[src/rtl/comparator_4b_cascade_if.sv]
// Operand, cascade and result signals of one comparator slice.
// The master drives the operands and cascade inputs and reads the results.
// The slave is the comparator itself.
interface comparator_4b_cascade_if #(
  parameter int WIDTH = 4
);
  logic [WIDTH-1:0] a;
  logic [WIDTH-1:0] b;
  logic             in_l;
  logic             in_g;
  logic             in_m;
  logic             l;
  logic             g;
  logic             m;

  modport master (
    output a, b, in_l, in_g, in_m,
    input  l, g, m
  );

  modport slave (
    input  a, b, in_l, in_g, in_m,
    output l, g, m
  );
endinterface

[src/rtl/comparator_4b_cascade.sv]
// Cascadable 4-bit unsigned magnitude comparator, in the style of a 74x85 slice.
// The outputs are registered, so the block has one clock of latency.
// When a == b, the result comes from the cascade inputs of the less-significant slice.
module comparator_4b_cascade #(
  parameter int WIDTH = 4
) (
  input  logic                   clk,
  input  logic                   rst_n,
  comparator_4b_cascade_if.slave cmp
);

  logic [WIDTH-1:0] w_a;
  logic [WIDTH-1:0] w_b;
  logic [2:0]       w_next_lgm;
  logic [2:0]       r_lgm;

  assign w_a = cmp.a;
  assign w_b = cmp.b;

  // Next result {l,g,m}. The magnitude decides the result unless the operands are equal.
  always_comb begin
    w_next_lgm = 3'b000;
    if (w_a < w_b) begin
      w_next_lgm = 3'b100;
    end else if (w_a > w_b) begin
      w_next_lgm = 3'b001;
    end else begin
      // On equal operands, pass the cascade pattern through unchanged.
      // Patterns that are not one-hot (for example 000 or 111) pass through as well.
      w_next_lgm = {cmp.in_l, cmp.in_g, cmp.in_m};
    end
  end

  // Result register. Asynchronous reset clears it to 000.
  // After reset it loads the new result on every rising edge.
  always_ff @(posedge clk or negedge rst_n) begin
    if (!rst_n) begin
      r_lgm <= 3'b000;
    end else begin
      r_lgm <= w_next_lgm;
    end
  end

  assign cmp.l = r_lgm[2];
  assign cmp.g = r_lgm[1];
  assign cmp.m = r_lgm[0];

endmodule

[src/flat_wrapper.sv]
// flat-port wrapper written by rule: the top's interface ports become plain ports
module comparator_4b_cascade_flat 
#(
  parameter int WIDTH = 4
)
  (clk, rst_n, cmp_a, cmp_b, cmp_in_l, cmp_in_g, cmp_in_m, cmp_l, cmp_g, cmp_m);
  comparator_4b_cascade_if #(.WIDTH(WIDTH)) cmp_i ();
  input  logic clk;
  input  logic rst_n;
  input wire logic [$bits(cmp_i.a)-1:0] cmp_a;
  input wire logic [$bits(cmp_i.b)-1:0] cmp_b;
  input wire logic [$bits(cmp_i.in_l)-1:0] cmp_in_l;
  input wire logic [$bits(cmp_i.in_g)-1:0] cmp_in_g;
  input wire logic [$bits(cmp_i.in_m)-1:0] cmp_in_m;
  output wire logic [$bits(cmp_i.l)-1:0] cmp_l;
  output wire logic [$bits(cmp_i.g)-1:0] cmp_g;
  output wire logic [$bits(cmp_i.m)-1:0] cmp_m;
  assign cmp_i.a = cmp_a;
  assign cmp_i.b = cmp_b;
  assign cmp_i.in_l = cmp_in_l;
  assign cmp_i.in_g = cmp_in_g;
  assign cmp_i.in_m = cmp_in_m;
  assign cmp_l = cmp_i.l;
  assign cmp_g = cmp_i.g;
  assign cmp_m = cmp_i.m;
  comparator_4b_cascade #(.WIDTH(WIDTH)) u_core (.clk(clk), .rst_n(rst_n), .cmp(cmp_i));
endmodule
[config.mk]
export PLATFORM = sky130hd
export DESIGN_NAME = comparator_4b_cascade_flat
export DESIGN_NICKNAME = d
export VERILOG_FILES = /design/src/rtl/comparator_4b_cascade_if.sv /design/src/rtl/comparator_4b_cascade.sv /design/src/flat_wrapper.sv
export SDC_FILE = /design/constraint.sdc
export NUM_CORES = 1
export LEC_CHECK = 0
export CORE_AREA = 2 2 39 41
export CTS_BUF_LIST = sky130_fd_sc_hd__clkbuf_4 sky130_fd_sc_hd__clkbuf_8 sky130_fd_sc_hd__clkbuf_16
export CTS_CLUSTER_SIZE = 10
export DETAILED_ROUTE_END_ITERATION = 10
export DIE_AREA = 0 0 41 43
export PLACE_DENSITY = 0.5
export SETUP_SLACK_MARGIN = 0.3
export SLEW_MARGIN = 5
export SYNTH_ARGS = -nofsm -noshare
export SYNTH_HDL_FRONTEND = slang
export SYNTH_SLANG_ARGS = --single-unit
[constraint.sdc]
create_clock -name clk -period 0.9 [get_ports clk]
set_clock_uncertainty 0.2 [all_clocks]
set_input_delay 0.09 -clock clk [delete_from_list [all_inputs] [get_ports clk]]
set_output_delay 0.09 -clock clk [all_outputs]
set_load 0.02 [all_outputs]
==> impl_metrics.ini <==
[run_status]
status = complete, but fails checks
violations = hold timing, setup timing

[placement]
placed_cells = 51
place_hpwl_um = 475
gp_congestion = 0.551
numPortBuffers = 15
postPlaceCellArea_um2 = 428

[die]
rows = 14
die_w_um = 41
ios = 16
coreArea_um2 = 1380
initial_core_util_pct = 14.6
dieArea_um2 = 1760
die_y_um = 43

[cells_and_area]
drive_gt1_share_pct = 76.9
regArea_um2 = 75.1
multiInputGateArea_um2 = 191
fillCellCount = 145
largest_reg_flops = 3
reg_top3 = u_core.r_lgm x3
syn2layout_area_growth_pct = 147
final_area_um2 = 498
stdcell_count = 55
fin_nets = 57
regMostFlops = u_core.r_lgm
antenna_cells = 0

[pwr]
p_int_w = 0.000479
power_frac_comb_pct = 34.7
p_sw_w = 0.000164
powerDensity_nw_per_um2 = 1290
p_clk_share_pct = 41.3
peakVddDrop_mv = 0.308
share_seq_of_total_power_pct = 24.0
leakagePower_nw = 0.216
switching_share_pct = 25.6

[routing]
vias_per_cell = 4.04
drc = 0
wl_um = 613
detail-route-antenna-nets = 0
wl_per_cell_um = 11.1
firstDrtPassIters = 1
via_count = 222
drtIter0Drc = 0

[clocking]
cts_sinks = 3
clockRootBuffer = clkbuf_4
cts_tree = yes
clk_pin_slew_ps = 40
cts_max_level = 1
cts_made_buffers = 3
clockBufferDepth = 2
postCtsSetupBuffers = 0

[critical_path]
critPathMaxFanout = 1
crit_required_ps = 610
cp_top_family = flip-flops
slowest_stage = dfrtp_1
crit_start = u_core.r_lgm[1]$_DFF_PN0_
critPathBufInv = 1
cp-start-kind = flip-flop
end_kind = output pin
slowest_delay_ps = 360
crit_type = flip-flop to output pin
cp.arrival_ps = 730
path_cells = buf_6

[grt]
grt_overflow_total = 0
grt_pass1_wl_um = 1040
grt_use_total_pct = 8.83
grt_antenna_before_repair = 0
grt_max_degree = 4
grt_pass1_vias = 271

[yosys]
synth_xor_area_share_pct = 0
ys_ff_latch = 3
postSynthCellCount = 20
synth_compound_area_share_pct = 19.3
synth_area_um2 = 201
avgSynthCellArea_um2 = 10.1
synth.distinct_cells = 10
ys_seq_area_share_pct = 37.3
synth-simple-area-share_pct = 9.32
synth_top_family_by_area = adder cells
synth_warnings = 0
synth_mux_area_share_pct = 0
syn_nets = 37
synth_adder_area_share_pct = 24.8

[timing]
fmax_mhz = 985
tightestPinTransition_ps = 211
slew_viol_final = 0
finalCriticalPeriod_ps = 1020
hold_viol = 3
worst_slew_margin_rel_pct = 85.9
finalSetupTns_ps = -477
setup_viol = 6
whs_ps = -156
rsz0062_at_grt = true
fin_ws_ps = -115
post-route-period-util_pct = 113

[worst_hold_path]
timing.hold.worst.class = input pin to asynchronous set/reset pin

[flow_run]
maxCapViolations = 0
==> cell usage in the layout (no fill, tap or decap) <==
cell type,netlist,layout
dfrtp_1,3,3
buf_8,0,1
nor2b_4,0,1
and4_4,0,1
inv_1,5,1
a22o_1,1,1
clkbuf_4,0,4
buf_2,0,2
buf_6,0,8
nand2_2,0,1
inv_2,0,3
a22oi_2,0,1
clkdlybuf4s50_1,0,4
ha_4,0,4
a21oi_2,0,2
o211ai_4,0,1
inv_8,0,1
==> Yosys cell counts <==
library cell | number | area, um^2
a21oi_1 | 2 | 10.0
nand2_1 | 1 | 3.75
and4_1 | 1 | 8.76
a22oi_1 | 1 | 7.51
dfrtp_1 | 3 | 75.1
o211ai_2 | 1 | 12.5
nor2b_1 | 1 | 6.26
inv_1 | 5 | 18.8
ha_1 | 4 | 50.1
a22o_1 | 1 | 8.76
==> power groups by stage <==
stage / Combinational, W / Clock [W] / Sequential [W]
3_3_place_gp: 0.000188 / 0 / 0.000153
2_1_floorplan: 0.0000722 / 0 / 0.000170
3_5_place_dp: 0.000190 / 0 / 0.000154
5_1_grt: 0.000243 / 0.000275 / 0.000155
6_report: 0.000223 / 0.000265 / 0.000154
4_1_cts: 0.000223 / 0.000277 / 0.000155
==> logic make-up (layout without fill, tap and decap cells) <==
logic type,Yosys count,count (layout)
compound gates,5,5
flops,3,3
buf+inv,5,24
fa+ha+maj,4,4
simple gates,3,3
==> repair_timing <==
action	4_1_cts	5_1_grt
gates cloned	0	0
endpoints found under the hold margin	3	3
gates resized for setup	66	0
pin swaps	8	2
setup endpoints to repair	6	6
==> through the flow <==
| step | total power [W] | setup WS, ps | utilization [%] |
|---|---|---|---|
| 3_5_place_dp | 0.000344 | -859 | 30.9 |
| 5_1_grt | 0.000674 | -132 | 36.0 |
| 6_report | 0.000643 | -115 | 36.0 |
| 4_1_cts | 0.000654 | -127 | 36.0 |
| 2_1_floorplan | 0.000242 | -213 | - |
| 3_3_place_gp | 0.000341 | -835 | 30.9 |
==> layout make-up <==
cell class                 count  share of cell area (%)
multi-input combinational     12                    38.4
timing repair buffer          15                    31.2
sequential                     3                    15.1
clock buffer                   4                    6.03
inverter                       5                    5.28
tap                           16                    4.02
==> final timing paths <==
path | endpoint | slack, ps | depth (start not counted)
max in group asynchronous | u_core.r_lgm[0]$_DFF_PN0_ | 510 | 1
worst max-delay path | cmp_g | -120 | 1
min in group clk | u_core.r_lgm[1]$_DFF_PN0_ | 60 | 4
worst min-delay path | u_core.r_lgm[2]$_DFF_PN0_ | -160 | 1
==> routing by layer <==
layer	wire (um)	share of wire, %	GRT usage, %
met1	215	35	8.01
met2	307	50	15.3
met3	90	15	2.62
met4	0	0	6.00
met5	0	0	0
Note: power is estimated with default switching activity, not from simulation.
